$ cat src/rtl/ctrl_pipe.sv
// ctrl_pipe: decodes the ID opcode and carries its control bundle through ID/EX, EX/MEM, MEM/WB with hazard/stall/flush handling.
// Ports: clk, rst_n (async low); ext_stall freezes everything; id_* describe the ID instruction;
// hz_stall/if_flush/br_jmp are combinational front-end controls; ex_*/mem_*/wb_* are per-stage controls;
// illegal pulses after an illegal opcode leaves ID; stall_cnt saturates on hazard stalls.
module ctrl_pipe #(
  parameter int OPW = 4,
  parameter int RAW = 4,
  parameter int CNTW = 16,
  parameter int HAZARD_EN = 1
) (
  input  logic            clk,
  input  logic            rst_n,
  input  logic            ext_stall,
  input  logic            id_valid,
  input  logic [OPW-1:0]  id_opcode,
  input  logic [RAW-1:0]  id_rs,
  input  logic [RAW-1:0]  id_rt,
  input  logic [RAW-1:0]  id_dst,
  input  logic            id_br_taken,
  output logic            hz_stall,
  output logic            if_flush,
  output logic            br_jmp,
  output logic            illegal,
  output logic [1:0]      ex_alu_op,
  output logic            ex_alu_sel0,
  output logic            ex_alu_sel1,
  output logic            ex_reg_swp,
  output logic            mem_rd,
  output logic            mem_wrt,
  output logic            mem_byte,
  output logic            wb_reg_wrt,
  output logic [1:0]      wb_reg_src,
  output logic [RAW-1:0]  wb_dst,
  output logic [CNTW-1:0] stall_cnt
);
  // Bundle layout: {aluOp[1:0], sel0, sel1, rd, wrt, byte, regWrt, regSrc[1:0]}
  logic [9:0] dec, idEx;
  logic [5:0] exMem;
  logic [2:0] memWb;
  logic [RAW-1:0] idExDst, exMemDst, memWbDst;
  logic isBr, isJmp, legal, upperNz, illegalOp;
  assign upperNz = |(id_opcode >> 4);
  always_comb begin
    dec = '0;
    isBr = 1'b0;
    isJmp = 1'b0;
    legal = 1'b1;
    case (id_opcode[3:0])
      4'b1111: dec = 10'b00_0_0_0_0_0_1_10;
      4'b1000: dec = 10'b00_0_1_0_0_0_1_10;
      4'b1001: dec = 10'b11_0_1_0_0_0_1_10;
      4'b1010: dec = 10'b10_1_0_1_0_1_1_00;
      4'b1011: dec = 10'b10_1_0_0_1_1_0_00;
      4'b1100: dec = 10'b10_1_0_1_0_0_1_00;
      4'b1101: dec = 10'b10_1_0_0_1_0_0_00;
      4'b0100, 4'b0101, 4'b0110: isBr = 1'b1;
      4'b0001: isJmp = 1'b1;
      default: legal = 1'b0;
    endcase
    if (upperNz || !id_valid) begin
      dec = '0;
      isBr = 1'b0;
      isJmp = 1'b0;
    end
  end
  assign illegalOp = id_valid & (upperNz | ~legal);
  assign hz_stall = (HAZARD_EN != 0) && !ext_stall && id_valid && idEx[5] &&
                    (idExDst == id_rs || idExDst == id_rt);
  assign if_flush = id_valid & ~hz_stall & ~ext_stall & (isJmp | (isBr & id_br_taken));
  assign br_jmp = isJmp;
  assign ex_alu_op = idEx[9:8];
  assign ex_alu_sel0 = idEx[7];
  assign ex_alu_sel1 = idEx[6];
  assign ex_reg_swp = 1'b0;
  assign mem_rd = exMem[5];
  assign mem_wrt = exMem[4];
  assign mem_byte = exMem[3];
  assign wb_reg_wrt = memWb[2];
  assign wb_reg_src = memWb[1:0];
  assign wb_dst = memWbDst;
  always_ff @(posedge clk or negedge rst_n)
    if (!rst_n) begin
      idEx <= '0;
      idExDst <= '0;
      exMem <= '0;
      exMemDst <= '0;
      memWb <= '0;
      memWbDst <= '0;
      illegal <= 1'b0;
      stall_cnt <= '0;
    end else if (!ext_stall) begin
      idEx <= hz_stall ? '0 : dec;
      // Bubbles carry dst 0 so a stale address never looks like a live load target.
      idExDst <= (hz_stall || dec == '0) ? '0 : id_dst;
      exMem <= idEx[5:0];
      exMemDst <= idExDst;
      memWb <= exMem[2:0];
      memWbDst <= exMemDst;
      illegal <= illegalOp & ~hz_stall;
      if (hz_stall && stall_cnt != '1) stall_cnt <= stall_cnt + CNTW'(1);
    end
endmodule

$ cat config.mk
export PLATFORM = sky130hd
export DESIGN_NAME = ctrl_pipe
export DESIGN_NICKNAME = d
export VERILOG_FILES = /design/src/rtl/ctrl_pipe.sv
export SDC_FILE = /design/constraint.sdc
export NUM_CORES = 1
export LEC_CHECK = 0
export BUFFER_PORTS_ARGS = -buffer_cell sky130_fd_sc_hd__buf_2
export CORE_MARGIN = 2
export CORE_UTILIZATION = 35
export DETAILED_ROUTE_END_ITERATION = 12
export PLACE_DENSITY = 0.63
export SYNTH_ARGS = -nofsm -noshare
export SYNTH_HDL_FRONTEND = slang
export SYNTH_SLANG_ARGS = --single-unit
$ cat constraint.sdc
create_clock -name clk -period 2 [get_ports clk]
set_input_delay 0.1 -clock clk [delete_from_list [all_inputs] [get_ports clk]]
set_output_delay 0.1 -clock clk [all_outputs]
set_load 0.005 [all_outputs]
==> After elaboration in Yosys (flattened, before gate mapping) <==
Cells that the tools add are included.
{ "op_classes": {"add_sub_neg": 1, "eq_ne": 14, "mux": 9, "n_bitwise": 10, "reduce_logical": 11} }
{ "op_table": {"columns": ["op", "count"], "rows": [
  ["$pmux W10 S7", 1],
  ["$eq A4 B4 Y1 const B", 7],
  ["$mux W10", 2],
  ["$add A16 B1 Y16 const B", 1],
  ["$ne A16 B16 Y1 const B", 1],
  ["$eq A4 B3 Y1 const B", 3],
  ["$reduce_or A11 Y1", 1],
  ["$logic_not A10 Y1", 1],
  ["$eq A4 B4 Y1", 2],
  ["$and A1 B1 Y1", 6],
  ["$mux W1", 5],
  ["$eq A4 B1 Y1 const B", 1],
  ["$logic_and A1 B1 Y1", 4],
  ["$mux W4", 1],
  ["$not A1 Y1", 3],
  ["$reduce_or A3 Y1", 1],
  ["$logic_or A1 B1 Y1", 2],
  ["$reduce_and A2 Y1", 1],
  ["$logic_not A1 Y1", 1],
  ["$or A1 B1 Y1", 1]
]} }
{ "totals": {"register_bits": 48, "in_bits": 21, "out_inout_bits": 35, "wordCells": 53} }

==> Logic depth before layout (Yosys ltp) <==
{ "depth": {"ltp_word": 8, "mapped_depth": 7, "mapped_depth_nobuf": 6} }

==> Least setup slack after synthesis <==
Ideal clock, no wire load.
{ "synth_path": {"kind": "register -> register", "from": "register stall_cnt[0]", "to": "register stall_cnt[6]", "setup_time_ns": 0.123, "arrival_time_ns": 1.619, "t_required_ns": 1.877, "slack_ns": 0.258, "stages_incl_launch_ff": 8, "path_buffers": 1, "period_less_slack_ns": 1.742, "path_cell_list": "dfrtp_1 ha_1 and2_1 and4_1 a21oi_2 buf_4 nand4_1 xnor2_1"} }
{ "synth_via": {"elab_chain_len": 3, "elab_cells_between_ends": 4, "cone_classes": "add/sub: 1; eq/ne: 1; reduce/logical: 2"} }
{ "synth_lines": {"columns": ["item", "line_no", "source"], "rows": [
  ["start, declared", "34", "output logic [CNTW-1:0] stall_cnt"],
  ["start signal, assigned", "100", "if (hz_stall && stall_cnt != '1) stall_cnt <= stall_cnt + CNTW'(1);"],
  ["branches (longest 3 deep; another with $add A16 B1 Y16)", null, null]
]} }
Parallel ways; which one is timed is not known.
A chain may end at the register's enable or synchronous reset.

==> Worst setup path after layout <==
{ "layout_path": {"from": "register idExDst[3]", "to": "output if_flush"} }
{ "layout_via": {"elab_chain_len": 7, "elab_cells_between_ends": 8, "cone_classes": "eq/ne: 2; bitwise: 4; reduce/logical: 2"} }
{ "layout_lines": {"columns": ["item", "line_no", "source"], "rows": [
  ["start, declared", "40", "logic [RAW-1:0] idExDst, exMemDst, memWbDst;"],
  ["start signal, assigned", "94", "idExDst <= (hz_stall || dec == '0) ? '0 : id_dst;"],
  ["$eq A4 B4 Y1", "68", "(idExDst == id_rs || idExDst == id_rt);"],
  ["$logic_or A1 B1 Y1 (*)", "68", null],
  ["$logic_and A1 B1 Y1 (*)", "67", "assign hz_stall = (HAZARD_EN != 0) && !ext_stall && id_valid && idEx[5] &&"],
  ["$not A1 Y1 (*)", "69", "assign if_flush = id_valid & ~hz_stall & ~ext_stall & (isJmp | (isBr & id_br_taken));"],
  ["$and A1 B1 Y1 (*) (3 in series)", "69", null],
  ["end, declared", "21", "output logic if_flush,"]
]} }
Mark *: on every way between the ends. The rest lies on a longest branch, timed or not.

==> results.toml <==
[global_route]
antenna_found_initial = 0
grt_max_degree = 46
grt_first_pass_wirelength_mm = 7.113
track_usage_pct = 13.96
grt_pass1_vias = 1450
grt-ovfl-total = 0

[drt]
vias = 1504
antenna_left = 0
drt_wl_total_mm = 4.375
drtIter0Drc = 52
drt-met1-wl_mm = 2.014
drc = 0
via_per_inst = 4.915
routed.top_layer = "met4"
wl_met3_um = 197
drt-pass1-iter-count = 4
wl_per_cell_um = 14.30
dr_wl_met2_mm = 2.115

[clock_network]
cts_root_buf = "clkbuf_8"
cts_sinks = 45
clk_pin_slew_ns = 0.09
cts_buffer_depth = 2
numCtsBuffers = 5
cts-htree-levels = 2
clock_latency_ns = 0.30
cts_tree = "built"

[synth]
synth_seq_cells = 45
synth_compound_area_share_pct = 8.553
syn_inst = 174
ys_seq_area_share_pct = 52.72
muxShareOfSynthArea_pct = 9.432
synth-simple-area-share_pct = 14.47
synth_top_family_by_area = "simple AND/OR/NAND/NOR gates"
synth_warnings = 0
avgSynthCellArea_um2 = 12.27
synth_xor_area_share_pct = 9.842
synthAdderAreaFrac_pct = 0.5858
synth.cell_area_mm2 = 0.002136
synth_cell_types = 34

[setup_path]
cp_cell_sequence = "xnor2_1, nand4_1, a21boi_4, nor2_1, nor4b_2, buf_2"
ff2ff_path_depth = 6
cp_top_family = "flip-flops"
crit_fanout = 7
arrival_ns = 1.74
critPathCaptureType = "primary output"
required_ns = 1.90
cp_slowest_cell = "dfrtp_1"
criticalPathCategory = "reg2out"
worst-path-stages = 6
start_kind = "flip-flop"
crit_buf_inv = 1
slowest_delay_ns = 0.44

[floorplanning]
die_area_mm2 = 0.006743
fp-row-count = 28
core_mm2 = 0.005921
start_util_pct = 36.07
num_io_pins = 56
die_w_um = 82.12
die_h_um = 82.12

[placed_design]
port_buffers = 53
pre_cts_ws_ns = 0.1637
hpwl_mm = 3.170
gp_congestion = 0.7625

[power]
peakVddDrop_mv = 0.2453
p_per_area_mw_per_mm2 = 710.1
leakage_uw = 0.001313

[sta]
grt_setup_unrepaired = "no"
worstMarginPinSlew_ns = 0.5643
max_freq_mhz = 544.8
fin_crit_sh_pct = 91.77
finalCriticalPeriod_ns = 1.835
setup_viol = 0
finalSetupTns_ns = 0
clock_skew_ns = 0.007350
drv_slew = 0
final.setup.worst_slack_ns = 0.1645
hold_violations = 0
relSlewSlack_pct = 62.38

[final_layout]
antenna_cells = 0
syn_to_final_growth_pct = 22.32
drive_gt1_share_pct = 38.10
final_cell_mix = "buf_2 (53), dfrtp_1 (45), xnor2_1 (22)"
n_fill_cell = 587
nets = 252
final_common_cell = "buf_2"

[run_status]
outcome = "finished, final reports clean"

[hold_path]
holdPathStages = 2
hp-class = "in2reg"

[flow_run]
maxCapViolations = 0
## routing by layer
| metal | vias to the layer above | global-route usage [%] |
|---|---|---|
| met5 | - | 0 |
| met3 | 5 | 3.152 |
| met1 | 737 | 19.69 |
| met2 | 27 | 21.14 |
| met4 | 0 | 5.000 |
| li1 | 735 | - |
## final cells by class
cell class	instances	area, um2	share of cell area [%]
Multi-Input combinational cell	114	929.6	35.58
Timing Repair Buffer	61	340.3	13.03
Clock inverter	2	38.79	1.485
Clock buffer	6	72.57	2.778
Inverter	3	11.26	0.4310
Sequential cell	45	1126	43.10
Tap cell	75	93.84	3.592
## stage by stage
step | cells | total power [uW] | utilization (%) | hold WS (ns) | instance area, um2
6_report | 306 | 1855 | 44.13 | 0.03884 | 2613
5_1_grt | 306 | 1945 | 44.13 | 0.02530 | 2613
4_1_cts | 304 | 1880 | 43.77 | 0.03761 | 2591
3_5_place_dp | 295 | 1189 | 41.72 | 0.2249 | 2470
3_3_place_gp | 295 | 1184 | 41.72 | 0.2187 | 2470
2_1_floorplan | 175 | 1102 | - | -0.1956 | 2140
## flip-flops by register name, indices dropped and copies added (netlist names)
name       count
memWb          2
illegal        1
wb_dst         4
idEx           9
idExDst        4
exMemDst       4
stall_cnt     16
exMem          5
## cell usage after synthesis
cell,number,area (um2)
nand2b_1,4,25.02
nor2b_1,1,6.260
ha_1,1,12.51
xor2_1,2,17.52
a21oi_1,2,10.01
and4_1,3,26.28
mux2i_1,1,10.01
buf_6,1,11.26
nand3_1,4,20.02
and3_1,6,37.54
nor3b_4,1,18.77
and2_4,1,8.760
a21oi_2,1,8.760
and4_4,1,11.26
nand4b_1,1,8.760
dfrtp_1,45,1126
o21ai_0,1,5.000
a32o_1,8,80.08
mux2_1,2,22.52
xnor2_1,22,192.7
or3_1,1,6.260
buf_4,6,45.04
nand2_1,4,15.01
clkbuf_1,6,22.52
a22o_1,6,52.55
o21bai_1,1,7.510
nand4_1,11,68.82
nor4b_1,1,8.760
and2_1,4,25.02
inv_1,3,11.26
conb_1,1,3.750
nor2_1,6,22.52
a21boi_4,1,18.77
mux2_2,15,168.9
## report_power, final
group	internal [uW]	switching, uW	leakage, uW
sequential	950	26.0	0.000617
clock	375	312	0.0000554
combinational	97.0	95.0	0.000641
total	1420	433	0.00131
## final timing paths
check | start | end | slack [ns]
max | idExDst[3]$_DFFE_PN0N_ | if_flush | 0.16
min | id_dst[0] | idExDst[0]$_DFFE_PN0N_ | 0.04
max reg2reg | stall_cnt[0]$_DFFE_PN0P_ | stall_cnt[1]$_DFFE_PN0P_ | 0.17
min reg2reg | stall_cnt[13]$_DFFE_PN0P_ | stall_cnt[13]$_DFFE_PN0P_ | 0.49
max in group asynchronous | rst_n | stall_cnt[8]$_DFFE_PN0P_ | 1.20
min in group asynchronous | rst_n | idEx[8]$_DFFE_PN0N_ | 0.41
## worst reg2reg max path, cell delays in order, from the launching register on
cell	delay, ns
dfrtp_1	0.41
ha_1	0.22
and2_1	0.21
and4_1	0.22
a21oi_2	0.21
nand2_1	0.13
mux2_1	0.32
## kinds of logic (layout without fill, tap and decap cells)
group | count (synthesis) | count (layout)
AO/OA/AOI/OAI | 20 | 20
XOR/XNOR | 24 | 24
adder cells (fa/ha/maj) | 1 | 1
buffers and inverters | 16 | 72
flip-flops | 45 | 45
multiplexers | 18 | 18
other | 1 | 2
AND/OR/NAND/NOR | 49 | 49
## what timing repair did
| item | CTS | global route |
|---|---|---|
| resized for setup | 0 | 1 |
| hold buffers | 1 | 0 |
| setup buffers | 0 | 2 |
| endpoints found under the hold margin | 45 | 0 |
| setup endpoints to repair | 0 | 2 |
(Power assumes the default switching activity.)
